## config.mk

```make
export PLATFORM = sky130hd
export DESIGN_NAME = voice_allocator
export DESIGN_NICKNAME = d
export VERILOG_FILES = /design/src/rtl/voice_allocator.sv
export SDC_FILE = /design/constraint.sdc
export NUM_CORES = 1
export LEC_CHECK = 0
export CORE_MARGIN = 1.5
export CORE_UTILIZATION = 25
export CTS_BUF_LIST = sky130_fd_sc_hd__clkbuf_4
export DETAILED_ROUTE_END_ITERATION = 16
export SLEW_MARGIN = 10
export SYNTH_ARGS = -nofsm -noshare
export SYNTH_HDL_FRONTEND = slang
export SYNTH_SLANG_ARGS = --single-unit
```

## constraint.sdc

```tcl
create_clock -name Sys_clk -period 2.65 [get_ports Sys_clk]
set_input_delay 0.265 -clock Sys_clk [delete_from_list [all_inputs] [get_ports Sys_clk]]
set_output_delay 0.265 -clock Sys_clk [all_outputs]
set_load 0.03 [all_outputs]
```

## src/rtl/voice_allocator.sv

```systemverilog
// Polyphonic voice allocator: a serial per-voice search followed by a single commit
// that retriggers a matching voice, claims a free voice, or steals the oldest allocation.
module voice_allocator #(
    parameter int NUM_VOICES = 4,
    parameter int NOTE_W     = 7,
    parameter int FREQ_W     = 32
) (
    input  logic                         Sys_clk,
    input  logic                         Alloc_rst,
    input  logic                         Ev_valid,
    output logic                         Ev_ready,
    input  logic                         Ev_on,
    input  logic [NOTE_W-1:0]            Ev_note,
    input  logic [FREQ_W-1:0]            Ev_freq,
    output logic [NUM_VOICES*FREQ_W-1:0] Freq,
    output logic [NUM_VOICES-1:0]        Gate,
    output logic [NUM_VOICES-1:0]        Voice_rst,
    output logic                         Steal
);
    localparam int IDX_W = $clog2(NUM_VOICES);
    localparam logic [IDX_W-1:0] LAST_IDX = IDX_W'(NUM_VOICES - 1);

    typedef enum logic [1:0] {ST_IDLE, ST_SEARCH, ST_COMMIT} state_t;

    state_t                r_state;
    state_t                w_state_nxt;
    logic                  w_accept;
    logic                  w_search;
    logic                  w_commit;

    logic                  r_ready;
    logic                  r_ev_on;
    logic [NOTE_W-1:0]     r_ev_note;
    logic [FREQ_W-1:0]     r_ev_freq;

    logic [IDX_W-1:0]      r_idx;
    logic                  r_match_vld;
    logic                  r_free_vld;
    logic [IDX_W-1:0]      r_match_idx;
    logic [IDX_W-1:0]      r_free_idx;
    logic [IDX_W-1:0]      r_old_idx;

    logic [NUM_VOICES-1:0] r_gate;
    logic [NOTE_W-1:0]     r_note [NUM_VOICES];
    logic [FREQ_W-1:0]     r_freq [NUM_VOICES];
    logic [IDX_W-1:0]      r_age  [NUM_VOICES];
    logic [NUM_VOICES-1:0] r_voice_rst;
    logic                  r_steal;

    logic                  w_cur_match;
    logic                  w_cur_free;
    logic                  w_cur_old;
    logic [IDX_W-1:0]      w_target;
    logic                  w_do_alloc;
    logic                  w_do_release;
    logic                  w_is_steal;

    assign w_accept = Ev_valid && r_ready;

    always_ff @(posedge Sys_clk or negedge Alloc_rst) begin
        if (!Alloc_rst) begin
            r_state <= ST_IDLE;
        end else begin
            r_state <= w_state_nxt;
        end
    end

    always_comb begin
        w_state_nxt = r_state;
        w_search    = 1'b0;
        w_commit    = 1'b0;
        unique case (r_state)
            ST_IDLE: begin
                if (w_accept) w_state_nxt = ST_SEARCH;
            end
            ST_SEARCH: begin
                w_search = 1'b1;
                if (r_idx == LAST_IDX) w_state_nxt = ST_COMMIT;
            end
            ST_COMMIT: begin
                w_commit    = 1'b1;
                w_state_nxt = ST_IDLE;
            end
            default: w_state_nxt = ST_IDLE;
        endcase
    end

    // Registered so that ready stays low for one idle cycle after a commit.
    always_ff @(posedge Sys_clk or negedge Alloc_rst) begin
        if (!Alloc_rst) begin
            r_ready <= 1'b0;
        end else begin
            r_ready <= (r_state == ST_IDLE) && !w_accept;
        end
    end

    assign w_cur_match = r_gate[r_idx] && (r_note[r_idx] == r_ev_note);
    assign w_cur_free  = !r_gate[r_idx];
    assign w_cur_old   = (r_age[r_idx] == LAST_IDX);

    always_ff @(posedge Sys_clk or negedge Alloc_rst) begin
        if (!Alloc_rst) begin
            r_ev_on     <= 1'b0;
            r_ev_note   <= '0;
            r_ev_freq   <= '0;
            r_idx       <= '0;
            r_match_vld <= 1'b0;
            r_free_vld  <= 1'b0;
            r_match_idx <= '0;
            r_free_idx  <= '0;
            r_old_idx   <= '0;
        end else if (w_accept) begin
            r_ev_on     <= Ev_on;
            r_ev_note   <= Ev_note;
            r_ev_freq   <= Ev_freq;
            r_idx       <= '0;
            r_match_vld <= 1'b0;
            r_free_vld  <= 1'b0;
        end else if (w_search) begin
            r_idx <= r_idx + 1'b1;
            if (w_cur_match && !r_match_vld) begin
                r_match_vld <= 1'b1;
                r_match_idx <= r_idx;
            end
            if (w_cur_free && !r_free_vld) begin
                r_free_vld <= 1'b1;
                r_free_idx <= r_idx;
            end
            if (w_cur_old) r_old_idx <= r_idx;
        end
    end

    always_comb begin
        w_target     = r_old_idx;
        w_do_alloc   = 1'b0;
        w_do_release = 1'b0;
        w_is_steal   = 1'b0;
        if (w_commit) begin
            if (r_ev_on) begin
                w_do_alloc = 1'b1;
                if (r_match_vld) begin
                    w_target = r_match_idx;
                end else if (r_free_vld) begin
                    w_target = r_free_idx;
                end else begin
                    w_target   = r_old_idx;
                    w_is_steal = 1'b1;
                end
            end else if (r_match_vld) begin
                w_do_release = 1'b1;
                w_target     = r_match_idx;
            end
        end
    end

    // Ages stay a permutation: only voices younger than the target move up by one.
    always_ff @(posedge Sys_clk or negedge Alloc_rst) begin
        if (!Alloc_rst) begin
            r_gate      <= '0;
            r_voice_rst <= '0;
            r_steal     <= 1'b0;
            for (int i = 0; i < NUM_VOICES; i++) begin
                r_note[i] <= '0;
                r_freq[i] <= '0;
                r_age[i]  <= IDX_W'(i);
            end
        end else begin
            r_voice_rst <= '0;
            r_steal     <= w_is_steal;
            if (w_do_alloc) begin
                r_gate[w_target]      <= 1'b1;
                r_note[w_target]      <= r_ev_note;
                r_freq[w_target]      <= r_ev_freq;
                r_voice_rst[w_target] <= 1'b1;
                for (int i = 0; i < NUM_VOICES; i++) begin
                    if (IDX_W'(i) == w_target) begin
                        r_age[i] <= '0;
                    end else if (r_age[i] < r_age[w_target]) begin
                        r_age[i] <= r_age[i] + 1'b1;
                    end
                end
            end else if (w_do_release) begin
                r_gate[w_target] <= 1'b0;
            end
        end
    end

    always_comb begin
        Freq = '0;
        for (int i = 0; i < NUM_VOICES; i++) begin
            Freq[i*FREQ_W +: FREQ_W] = r_freq[i];
        end
    end

    assign Gate      = r_gate;
    assign Voice_rst = r_voice_rst;
    assign Steal     = r_steal;
    assign Ev_ready  = r_ready;

endmodule
```

# --- Word-level counts from Yosys, hierarchy flattened ---
# Cells that the tools add are included.
word_totals:
  regBits: 226
  in_bits: 43
  output_inout_bits: 138
op_classes:
  addsub: 5
  order_cmp: 10
  eq_ne: 10
  n_mux: 57
  n_bitwise: 6
  reduce_logical: 31
op_table:
  columns: ["operator", "n"]
  rows:
  - ["bitwise mux 128 bit", 1]
  - ["demux 32 bit (select 2 bit)", 1]
  - ["2-to-1 mux 2 bit", 21]
  - ["2-to-1 mux 32 bit", 1]
  - ["bitwise mux 28 bit", 1]
  - ["2-to-1 mux 7 bit", 3]
  - ["2-to-1 mux 1 bit", 19]
  - ["nonzero test 2 bit", 8]
  - ["binary-select mux 7 bit (select 2 bit)", 1]
  - ["demux 7 bit (select 2 bit)", 1]
  - ["AND reduction 2 bit", 7]
  - ["2-to-1 mux 4 bit", 3]
  - ["adder 2 x 1 -> 2 bit (second input constant)", 5]
  - ["AND reduction 3 bit", 3]
  - ["binary-select mux 2 bit (select 2 bit)", 2]
  - ["< comparator 2 bit", 4]
  - ["== test 7 bit", 1]
  - ["logical AND 1 bit", 7]
  - ["== test 2 bit (second input constant)", 3]
  - ["greater-or-equal comparator 3 bit (second input constant)", 2]
  - ["< comparator 2 x 3 -> 1 bit (second input constant)", 2]
  - ["NOT 2 -> 3 bit", 2]
  - ["AND 4 bit", 1]
  - ["== test 2 bit (first input constant)", 2]
  - ["other kinds (13)", 18]

# --- Depth between registers and ports, before layout ---
# Gate-level depths: netlist of the first run.
logic_depth:
  word_depth: 12
  depth_mapped: 10
  ltp_nobuf: 8

# --- Least setup slack after synthesis of the first run ---
# OpenSTA, ideal clock, no wires.
synth_timing:
  path_kind: "register to register"
  from: "register r_idx[0]"
  to: "register r_match_idx[1]"
  setup_ps: 128
  t_arrival_ps: 2129
  t_required_ps: 2522
  path_slack_ps: 393
  stages_incl_launch_ff: 7
  n_path_buf: 2
  cell_sequence: "dfrtp_1 buf_2 buf_2 mux4_2 xor2_1 nor4_2 mux2_1"
synth_via:
  elab_chain_cells: 8
synth_rtl:
  columns: ["item", "line_no", "source"]
  rows:
  - ["from (decl)", "36", "logic [IDX_W-1:0] r_idx;"]
  - ["from (signal assigned)", "120", "r_idx <= r_idx + 1'b1;"]
  - ["NOT 2 -> 3 bit (implied by the code)", "97", "assign w_cur_match = r_gate[r_idx] && (r_note[r_idx] == r_ev_note);"]
  - ["binary-select mux 7 bit (select 2 bit)", "97", null]
  - ["2-to-1 mux 7 bit (implied by the code) (2 in series)", "97", null]
  - ["== test 7 bit", "97", null]
  - ["logical AND 1 bit *", "97", null]
  - ["logical AND 1 bit *", "121", "if (w_cur_match && !r_match_vld) begin"]
  - ["AND reduction 3 bit (no source line) *", null, null]
  - ["to (signal assigned)", "123", "r_match_idx <= r_idx;"]
  - ["to (decl)", "39", "logic [IDX_W-1:0] r_match_idx;"]
# Mark *: on every way between the ends. The rest lies on a longest branch, timed or not. The select of a mux whose other input is x is not followed.
# A chain may end at the register's enable or synchronous reset.

# --- Worst setup path after layout of the first run ---
layout_timing:
  from: "register r_state[0]"
  to: "register r_freq, in the netlist Freq[89]"
layout_via:
  elab_chain_cells: 9
layout_rtl:
  columns: ["item", "line_no", "source"]
  rows:
  - ["from (decl)", "25", "state_t r_state;"]
  - ["from (signal assigned)", "64", "r_state <= w_state_nxt;"]
  - ["== test 2 bit *", "72", "unique case (r_state)"]
  - ["2-to-1 mux 1 bit *", "72", null]
  - ["2-to-1 mux 2 bit", "138", "if (w_commit) begin"]
  - ["NOT 2 -> 3 bit (implied by the code)", "173", "r_freq[w_target] <= r_ev_freq;"]
  - ["greater-or-equal comparator 3 bit (implied by the code) / < comparator 3 x 1 -> 1 bit (equally long branches)", "173", null]
  - ["logical AND 1 bit (implied by the code)", "173", null]
  - ["2-to-1 mux 32 bit (implied by the code)", "173", null]
  - ["demux 32 bit (select 2 bit)", "173", null]
  - ["bitwise mux 128 bit", "173", null]
  - ["to (signal, indexed assignment)", "173", null]
  - ["to (decl)", "45", "logic [FREQ_W-1:0] r_freq [NUM_VOICES];"]
# Mark *: on every way between the ends. The rest lies on a longest branch, timed or not.

==> summary.txt, run 1 <==
Power
  • Sequential power share: 0.410
  • Combinational share of power: 0.346
  • Maximum VDD drop: approximately 0.47 mV
  • Power per cell area: about 1100 nW/um2
  • Reported net switching power: around 5.2 mW
  • Leak: a little over 6 nW
  • Int Pwr: between 8 and 9 mW
  • Switching Share: 0.379
  • Clock power frac: 0.244

Clock tree
  • Clock transition at path regs: roughly 0.060 ns
  • CTS tree: built
  • Clock tree sinks: 226
  • H-tree levels: 3
  • Post_cts resized: 0
  • Clock buffer count from CTS: 67
  • Clock tree root driver cell: clkbuf_4
  • Clk buf depth: 3
  • Worst-Skew Late Latency: 0.69 ns

Cells and area
  • Share of cells above drive strength 1: 0.154
  • Final net count: 1,169
  • Layout Area Growth over Synthesis: 37.1%
  • Fill count: 3,610
  • Commonest cells after routing, fill and taps aside: nand2_1, dfrtp_1, clkdlybuf4s50_1, clkbuf_4, mux2_2
  • Most common cell after layout, fill and taps aside: nand2_1
  • Post-route cell area: 12,300 um2
  • Area of the multi-input gates: 3090 um2
  • FF+latch area: about 5700 um2
  • Final Non-Filler Cells: around 1,600

STA
  • RSZ-0062 raised after global routing: false
  • Setup_tns: 0 ns
  • Min Tclk post-route: about 2.4 ns
  • Final Hold Fails: 0
  • Transition time of the tightest slew-check pin: ~0.69 ns
  • Max_slew headroom: 0.537
  • Number of setup violations in the final report: 0
  • WHS: 0.103 ns
  • Clock Skews: 0.0531 ns
  • Max-slew violation count: 0
  • Achievable frequency: a little over 400 MHz
  • Fin worst setup slack: between 0.2 and 0.25 ns
  • Post-route clock period utilization: 0.911

Drt
  • WL final: ~26,000 um
  • DRT iter0 DRCs: 314
  • DRC violations left: 0
  • First-pass DRT Iterations: 4
  • Via density per instance: 4.27
  • Post-DR wirelength/cell: about 16 um
  • Final antenna-violating net count: 0
  • Via count: around 6,900

Floorplanning
  • Starting density of the core: 0.253
  • Top-level I/O count: 181
  • Rows: slightly below 70
  • Die X: 192 um
  • Core Area: between 30,000 and 40,000 um2
  • Chip Height: 192 um
  • Die area: ~37,000 um2

Worst setup path
  • Critical path endpoint category: flip-flop
  • CP peak stage delay: roughly 0.43 ns
  • Critical R2R Capture: Freq[89]
  • CP arrival: 2.95 ns
  • R2R setup slack: around 0.24 ns
  • CP max-delay cell: dfrtp_1
  • CP Launch Type: flip-flop
  • Delay-heaviest family, CP: simple AND/OR/NAND/NOR gates
  • Crit Path Max Fanout: 14
  • Reg2reg start: r_state[0]
  • Worst r2r path cells: 7
  • Worst Path Buf+Inv: 1
  • Critical Path RT: 3.19 ns
  • Crit Path Class: flip-flop to flip-flop
  • Critical path, cell by cell: and2b_1 -> o21ai_2 -> a22oi_1 -> nand2_1 -> nor2_4 -> buf_4 -> mux2_2

Status
  • Status: complete, no violations

Synthesis
  • Synth warnings: 0
  • Post-synth ARST share: 1.00
  • Post-synth net total: 940
  • Gate Count Post-Synth: about 900
  • Unique masters post-synth: 43
  • Seq/Total Area, Yosys: 0.633
  • Netlist Area Pre-Place: 8940 um2
  • Main flop type after synthesis: dfrtp_1
  • Post-synthesis register bit count: 226
  • Syn_area_per_cell: 9.98 um2
  • Number of synthesized flops with an enable pin: 0

GRT
  • Largest net degree at the start of global routing: between 80 and 90
  • GRT Util Overall: 0.145
  • Global route overflow: 0
  • Antenna violations before repair: 2
  • Global-route wire length before repair: 40,700 um
  • Vias in the first global route: 7,184

Placed design
  • I/O Buffers: between 150 and 200
  • Global placer's final weighted congestion: roughly 0.74
  • Dpl cell area: roughly 11,000 um2
  • Detail Placement HPWL: between 15,000 and 20,000 um
  • Inst Count DP: between 1,500 and 2,000
  • Post-Place Worst Slack: 0.285 ns

Worst hold path
  • Min-Delay Path Depth: 3
  • HP Class: input port to flip-flop
  • Min-Delay Startpoint: Ev_note[6]
  • Hold-critical path endpoint: r_ev_note[6]

Flow run
  • MaxCap Viol Count: 0
## logic make-up (layout without fill, tap and decap cells)
family	after synthesis	in the layout	synth area share
xor+xnor	8	8	0.00784
compound gates	37	37	0.0270
mux	55	55	0.0819
buf+inv	49	315	0.0229
simple gates	520	520	0.226
other cells	0	3	0
fa+ha+maj	1	1	0.00140
flops	226	226	0.633
## tightest hold or removal path, cell delays in order
cell             delay [ns]
clkdlybuf4s50_1        0.40
nand2_1                0.06
nand2_1                0.04
## final cells by class
class	instances	area share
clock buffers	93	0.0570
repair buffers	203	0.169
inverters	6	0.00184
diodes	3	0.000612
multi-input cells	621	0.252
well taps	461	0.0471
flip-flops and latches	226	0.462
clock inverters	13	0.0105
## sequential cells by signal, indices dropped and copies added, names as in the netlist, named ones only
name,flops
r_ev_note,7
r_match_vld,1
r_free_idx,2
r_match_idx,2
r_idx,2
r_free_vld,1
r_old_idx,2
r_state,2
r_ev_on,1
r_age,8
Ev_ready,1
r_note,28
r_ev_freq,32
Voice_rst,4
Steal,1
Freq,128
## cells in the mapped netlist, drive strengths merged (5+ instances only)
library cell / n / area share
nand2: 486 / 0.20
dfrtp: 222 / 0.62
mux2: 45 / 0.057
clkbuf: 26 / 0.011
buf: 17 / 0.0095
nor2: 13 / 0.0055
a21oi: 11 / 0.0062
mux4: 10 / 0.025
o21ai: 10 / 0.0060
inv: 6 / 0.0025
xnor2: 6 / 0.0059
o21a: 5 / 0.0042
## how the worst max path moves through the flow
stage / to / from / slack, ns / cells past startpoint
floorplan: r_match_idx[1] / r_idx[0] / 0.39 / 6
global placement: r_match_idx[0] / r_idx[0] / 0.30 / 5
detailed placement: r_free_idx[0] / r_idx[0] / 0.28 / 4
CTS: Freq[89] / r_state[0] / 0.23 / 7
global route: Freq[89] / r_state[0] / 0.07 / 7
finish: Freq[89] / r_state[0] / 0.24 / 7
## layer usage
| layer | up-vias | part of all wire | GRT usage | wire length (um) |
|---|---|---|---|---|
| met2 | 203 | 0.46 | 0.221 | 12000 |
| met3 | 38 | 0.071 | 0.0512 | 1830 |
| met5 | - | 0 | 0 | 0 |
| li1 | 3328 | - | - | - |
| met1 | 3372 | 0.45 | 0.188 | 11600 |
| met4 | 0 | 0.018 | 0.0531 | 457 |
## power groups by stage
stage	clock [mW]	combinational [mW]	sequential, mW
6_report	3.36	4.77	5.65
3_3_place_gp	0	4.75	5.69
4_1_cts	3.52	4.84	5.67
3_5_place_dp	0	4.83	5.70
2_1_floorplan	0	1.54	6.72
5_1_grt	3.71	5.15	5.84
## metrics by stage
step           utilization  power [mW]
2_1_floorplan            -        8.26
3_3_place_gp         0.322        10.4
3_5_place_dp         0.322        10.5
4_1_cts              0.346        14.0
5_1_grt              0.346        14.7
6_report             0.346        13.8
## what timing repair did
action / 4_1_cts / 5_1_grt
buffers inserted: 0 / 0
endpoints found under the hold margin: 78 / 0
hold buffers: 1 / 0
setup endpoints to repair: 0 / 0
No activity file was read; power rests on OpenSTA's default activity.
==> run 2, diff against run 1 <==
--- a/config.mk
+++ b/config.mk
@@ -9,6 +9,7 @@
 export CORE_UTILIZATION = 25
 export CTS_BUF_LIST = sky130_fd_sc_hd__clkbuf_4
 export DETAILED_ROUTE_END_ITERATION = 16
+export GPL_TIMING_DRIVEN = 0
 export SLEW_MARGIN = 10
 export SYNTH_ARGS = -nofsm -noshare
 export SYNTH_HDL_FRONTEND = slang
==> run 2 against run 1 <==
  * Worst hold slack lost 0.0038 ns
  * Design area is essentially flat
  * Count of clock-buffer cells in the layout grew 2
  * Sequential power shrank 1%
  * Die area is the same
  * Power grew 0.24%
  * Sequential share of layout area is essentially flat
  * Register-to-register slack lost 0.03 ns
  * Worst setup slack lost 0.025 ns
  * Largest power group unchanged
==> summary.txt, run 2 (synthesis gave the netlist of run 1 again) <==
Cells and area
  • Fill count: 3,665 (+1.5%)
  • Post-route cell area: 12,300 um2 (about the same)
  • FF+latch area: 5660 um2 (unchanged)
  • Share of cells above drive strength 1: 0.153 (-0.00123)
  • Layout Area Growth over Synthesis: 37.2% (about the same)
  • Final net count: 1,192 (+2.0%)
  • Area of the multi-input gates: 3090 um2 (about the same)
  • Commonest cells after routing, fill and taps aside: nand2_1, dfrtp_1, clkdlybuf4s50_1, clkbuf_4, mux2_2
  • Final Non-Filler Cells: 1,653 (+1.7%)
  • Max reg flops: 128 (unchanged)
  • Most common cell after layout, fill and taps aside: nand2_1

STA
  • Fin worst setup slack: 0.210 ns (-0.0251 ns)
  • Max-slew violation count: 0 (unchanged)
  • Post-route clock period utilization: 0.921 (+0.00947)
  • Transition time of the tightest slew-check pin: 0.720 ns (+0.0248 ns)
  • Number of setup violations in the final report: 0 (unchanged)
  • Max_slew headroom: 0.520 (-0.0166)
  • WHS: 0.0994 ns (-0.00375 ns)
  • RSZ-0062 raised after global routing: false
  • Clock Skews: 0.0483 ns (-0.00477 ns)
  • Achievable frequency: 410 MHz (-1.0%)
  • Setup_tns: 0 ns (unchanged)
  • Min Tclk post-route: 2.44 ns (+0.0251 ns)
  • Final Hold Fails: 0 (unchanged)

Floorplanning
  • Chip Height: 192 um (unchanged)
  • Die area: 36,900 um2 (unchanged)
  • Top-level I/O count: 181 (unchanged)
  • Rows: 69 (unchanged)
  • Starting density of the core: 0.253 (unchanged)
  • Core Area: 35,400 um2 (unchanged)
  • Die X: 192 um (unchanged)

Clock tree
  • Clk buf depth: 3 (unchanged)
  • Clock tree sinks: 226 (unchanged)
  • Worst-Skew Late Latency: 0.70 ns (about the same)
  • Clock tree root driver cell: clkbuf_4
  • CTS tree: built
  • Post-CTS Setup Bufs: 0 (unchanged)
  • Clock transition at path regs: 0.07 ns (about the same)
  • H-tree levels: 3 (unchanged)
  • Clock buffer count from CTS: 67 (unchanged)

Placed design
  • Post-Place Worst Slack: -0.227 ns (-0.511 ns)
  • Inst Count DP: 1,539 (+1.5%)
  • I/O Buffers: 180 (unchanged)
  • Detail Placement HPWL: 18,100 um (+9.5%)
  • Dpl cell area: 11,400 um2 (-0.28%)
  • Global placer's final weighted congestion: 0.786 (+5.9%)

Worst setup path
  • Worst r2r path cells: 8 (+1)
  • CP arrival: 3.01 ns (+0.06 ns)
  • Critical path, cell by cell: and2b_1 -> buf_6 -> o21a_1 -> o21a_1 -> nand2_1 -> nor2_4 -> buf_2 -> mux2_2
  • CP startpoint: r_state[0]
  • R2R setup slack: 0.21 ns (-0.03 ns)
  • CP peak stage delay: 0.44 ns (about the same)
  • Worst Path Buf+Inv: 2 (+1)
  • Crit path top cell by count: o21a_1
  • Critical Path Stages: 8 (+1)
  • Delay-heaviest family, CP: simple AND/OR/NAND/NOR gates
  • CP Launch Type: flip-flop
  • Critical Path RT: 3.22 ns (+0.03 ns)
  • Critical path endpoint category: flip-flop
  • Crit Path Class: flip-flop to flip-flop
  • Reg2reg start: r_state[0]
  • Crit Path Max Fanout: 10 (-4)
  • CP max-delay cell: dfrtp_1

Drt
  • DRC violations left: 0 (unchanged)
  • WL final: 27,300 um (+5.5%)
  • Post-DR wirelength/cell: 16.5 um (+3.8%)
  • First-pass DRT Iterations: 4 (unchanged)
  • Final antenna-violating net count: 0 (unchanged)
  • DRT iter0 DRCs: 353 (+12%)
  • Via density per instance: 4.27 (+0.14%)
  • Via count: 7,066 (+1.8%)

GRT
  • Global-route wire length before repair: 42,900 um (+5.5%)
  • Global route overflow: 0 (unchanged)
  • Largest net degree at the start of global routing: 102 (+21%)
  • Antenna violations before repair: 1 (-1)
  • Vias in the first global route: 7,397 (+3.0%)
  • GRT Util Overall: 0.154 (+0.00969)

Power
  • Maximum VDD drop: 0.515 mV (+11%)
  • Leak: 6.21 nW (+0.68%)
  • Power per cell area: 1130 nW/um2 (+0.17%)

Status
  • Status: complete, no violations

Flow run
  • MaxCap Viol Count: 0 (unchanged)

Worst hold path
  • HP Class: input port to async pin
[run 2: changes by cell type in the layout (fill, tap and decap cells not counted), moves of 4 or more]
cell	before	now
clkbuf_1	0	12
buf_1	0	5
buf_12	7	0
buf_4	15	2
clkbuf_2	0	14
buf_2	0	8
clkinv_1	7	11
[run 2: final timing paths]
kind                                 endpoint
worst max-delay path                 Freq[87]
worst min-delay path            r_ev_freq[31]
worst max register to register       Freq[87]
worst min register to register      r_note[2]
max in group asynchronous       r_ev_freq[16]
min in group Sys_clk            r_ev_freq[31]
[run 2: worst register-to-register path, delay by kind of cell (launching register included)]
family	cells	cell delay (ns)
buffers and inverters	2	0.45
AOI/OAI and AO/OA	2	0.38
and+or+nand+nor	3	0.68
muxes	1	0.37
DFF	1	0.44
[run 2: what timing repair did]
action,CTS,global route
hold buffers,1,0
gates resized for setup,4,30
endpoints found under the hold margin,125,0
setup endpoints to repair,38,106
[run 2: stage by stage]
step | util | total power, mW
floorplan | - | 8.26
global placement | 0.320 | 10.4
detailed placement | 0.322 | 10.5
CTS | 0.346 | 14.0
global route | 0.347 | 14.8
finish | 0.347 | 13.8
[run 2: area by class of cell]
type	instances	area share
well taps	461	0.0470
repair buffers	183	0.153
clock buffers	95	0.0581
multi-input cells	621	0.252
inverters	6	0.00184
plain buffers	43	0.0169
flip-flops and latches	226	0.461
diodes	1	0.000204
clock inverters	17	0.00959
[run 2: per-layer routing]
| layer | GRT usage | vias to the layer above | wire, um |
|---|---|---|---|
| met2 | 0.237 | 216 | 12600 |
| met4 | 0.0602 | 0 | 646 |
| met1 | 0.197 | 3424 | 11800 |
| met3 | 0.0566 | 49 | 2240 |
| li1 | - | 3377 | - |
| met5 | 0 | - | 0 |
[run 2: report_power, final]
part	switching (mW)	leakage (nW)	internal, mW
Clock	1.53	0.499	1.83
Combinational	2.82	2.67	2.04
Sequential	0.960	3.04	4.62
==> run 3, diff against run 2 <==
--- a/config.mk
+++ b/config.mk
@@ -10,6 +10,7 @@
 export CTS_BUF_LIST = sky130_fd_sc_hd__clkbuf_4
 export DETAILED_ROUTE_END_ITERATION = 16
 export GPL_TIMING_DRIVEN = 0
+export MAX_ROUTING_LAYER = met4
 export SLEW_MARGIN = 10
 export SYNTH_ARGS = -nofsm -noshare
 export SYNTH_HDL_FRONTEND = slang
==> run 3 against run 2 <==
  * Register-to-register slack hardly changed
  * Combinational power hardly changed
  * Clock power about the same
  * Flip-flop and latch count did not move
==> summary.txt, run 3 (synthesis gave the netlist of run 1 again) <==
Status
  • Status: complete, no violations

STA
  • Final Hold Fails: 0 (unchanged)
  • Min Tclk post-route: 2.44 ns (-0.000787 ns)
  • Number of setup violations in the final report: 0 (unchanged)
  • WHS: 0.104 ns (+0.00428 ns)
  • Max_slew headroom: 0.521 (about the same)
  • Clock Skews: 0.0451 ns (-0.00316 ns)
  • Max-slew violation count: 0 (unchanged)
  • RSZ-0062 raised after global routing: false
  • Achievable frequency: 410 MHz (about the same)
  • Post-route clock period utilization: 0.920 (about the same)
  • Transition time of the tightest slew-check pin: 0.719 ns (-0.000531 ns)

Floorplanning
  • Die area: 36,900 um2 (unchanged)
  • Die X: 192 um (unchanged)
  • Starting density of the core: 0.253 (unchanged)
  • Rows: 69 (unchanged)
  • Top-level I/O count: 181 (unchanged)
  • Core Area: 35,400 um2 (unchanged)
  • Chip Height: 192 um (unchanged)

Cells and area
  • Most common cell after layout, fill and taps aside: nand2_1
  • Share of cells above drive strength 1: 0.153 (unchanged)
  • Final net count: 1,192 (unchanged)
  • Commonest cells after routing, fill and taps aside: nand2_1, dfrtp_1, clkdlybuf4s50_1, clkbuf_4, mux2_2
  • Max reg flops: 128 (unchanged)
  • Layout Area Growth over Synthesis: 37.2% (unchanged)

Clock tree
  • Worst-Skew Late Latency: 0.69 ns (about the same)
  • Post-CTS Setup Bufs: 0 (unchanged)
  • Clock tree sinks: 226 (unchanged)
  • H-tree levels: 3 (unchanged)
  • Clk buf depth: 3 (unchanged)
  • CTS tree: built
  • Clock tree root driver cell: clkbuf_4
  • Clock buffer count from CTS: 67 (unchanged)
  • Clock transition at path regs: 0.06 ns (about the same)

GRT
  • Antenna violations before repair: 1 (unchanged)
  • Global-route wire length before repair: 42,900 um (about the same)
  • Global route overflow: 0 (unchanged)
  • Vias in the first global route: 7,406 (+0.12%)
  • GRT Util Overall: 0.159 (+0.00468)
  • Largest net degree at the start of global routing: 102 (unchanged)

Flow run
  • MaxCap Viol Count: 0 (unchanged)

Worst setup path
  • Critical Path RT: 3.22 ns (about the same)
  • CP arrival: 3.01 ns (about the same)
  • Worst Path Buf+Inv: 2 (unchanged)
  • Delay-heaviest family, CP: simple AND/OR/NAND/NOR gates
  • Crit Path Class: flip-flop to flip-flop
  • Critical path, cell by cell: and2b_1 -> buf_6 -> o21a_1 -> o21a_1 -> nand2_1 -> nor2_4 -> buf_2 -> mux2_2
  • Crit Path Max Fanout: 10 (unchanged)
  • Crit path top cell by count: o21a_1
  • CP Launch Type: flip-flop
  • Critical path endpoint category: flip-flop
  • CP max-delay cell: dfrtp_1
  • CP peak stage delay: 0.44 ns (about the same)

Drt
  • Post-DR wirelength/cell: 16.5 um (about the same)
  • Via count: 7,095 (+0.41%)
  • Via density per instance: 4.29 (+0.41%)
  • DRT iter0 DRCs: 383 (+8.5%)
  • First-pass DRT Iterations: 5 (+1)
  • DRC violations left: 0 (unchanged)
  • WL final: 27,300 um (about the same)
  • Final antenna-violating net count: 0 (unchanged)

Power
  • Tot Pwr: 13.8 mW (-0.10%)
  • Power per cell area: 1130 nW/um2 (-0.10%)
  • Maximum VDD drop: 0.513 mV (-0.39%)
  • Leak: 6.21 nW (unchanged)

Placed design
  • I/O Buffers: 180 (unchanged)
  • Detail Placement HPWL: 18,100 um (unchanged)
  • Global placer's final weighted congestion: 0.797 (+1.4%)

Worst hold path
  • HP Class: input port to async pin
-- run 3: cell counts in the layout (fill, tap and decap cells not counted) --
Identical to the previous run, type by type.
-- run 3: what timing repair did --
item | 4_1_cts | 5_1_grt
hold buffers | 1 | 0
hold endpoints to repair | 125 | 0
resized for setup | 4 | 30
setup endpoints to repair | 38 | 106
pin swaps | 0 | 0
-- run 3: cell type report --
cell class                      count  area [um2]
Antenna cell                        1        2.50
Buffer                             43         208
Clock buffer                       95         713
Clock inverter                     17         118
Fill cell                        3665       23100
Inverter                            6        22.5
Multi-Input combinational cell    621        3090
Sequential cell                   226        5660
Tap cell                          461         577
Timing Repair Buffer              183        1870
-- run 3: through the flow --
| step | cell area (um2) | instances | setup TNS (ns) | utilization | worst slack [ns] |
|---|---|---|---|---|---|
| after floorplan | 8940 | 896 | 0 | - | 0.393 |
| after global placement | 11300 | 1537 | -1946.27 | 0.320 | -8.67 |
| after detailed placement | 11400 | 1539 | -6.03 | 0.322 | -0.227 |
| after CTS | 12200 | 1652 | 0 | 0.346 | 0.00874 |
| after global routing | 12300 | 1653 | 0 | 0.347 | 0.00368 |
| final | 12300 | 1653 | 0 | 0.347 | 0.211 |
-- run 3: power breakdown --
part	internal (mW)	leakage [nW]	switching [mW]
Combinational	2.04	2.67	2.82
Clock	1.83	0.499	1.52
Sequential	4.62	3.04	0.959
Total	8.50	6.21	5.30
-- run 3: final timing paths --
check | from | to | slack, ns | depth (start not counted)
setup / recovery | r_state[0] | Freq[87] | 0.21 | 8
hold / removal | Alloc_rst | r_ev_freq[31] | 0.10 | 2
setup reg to reg | r_state[0] | Freq[87] | 0.21 | 8
hold reg to reg | r_note[2] | r_note[2] | 0.47 | 2
max in group asynchronous | Alloc_rst | r_ev_freq[16] | 1.29 | 4
min in group Sys_clk | Ev_freq[1] | r_ev_freq[1] | 0.11 | 3
-- run 3: metal layers --
| layer | part of all wire | global-route usage | routed length, um | vias to the layer above |
|---|---|---|---|---|
| li1 | - | - | - | 3374 |
| met1 | 0.44 | 0.199 | 11900 | 3442 |
| met2 | 0.46 | 0.238 | 12600 | 229 |
| met3 | 0.079 | 0.0541 | 2140 | 50 |
| met4 | 0.023 | 0.0599 | 621 | 0 |
| met5 | 0 | - | 0 | - |
-- run 3: worst reg2reg max path: cells and delay by family (launching register included) --
kind	cells	cell delay, ns
DFF	1	0.44
and+or+nand+nor	3	0.68
muxes	1	0.37
AOI/OAI and AO/OA	2	0.38
buffers and inverters	2	0.45
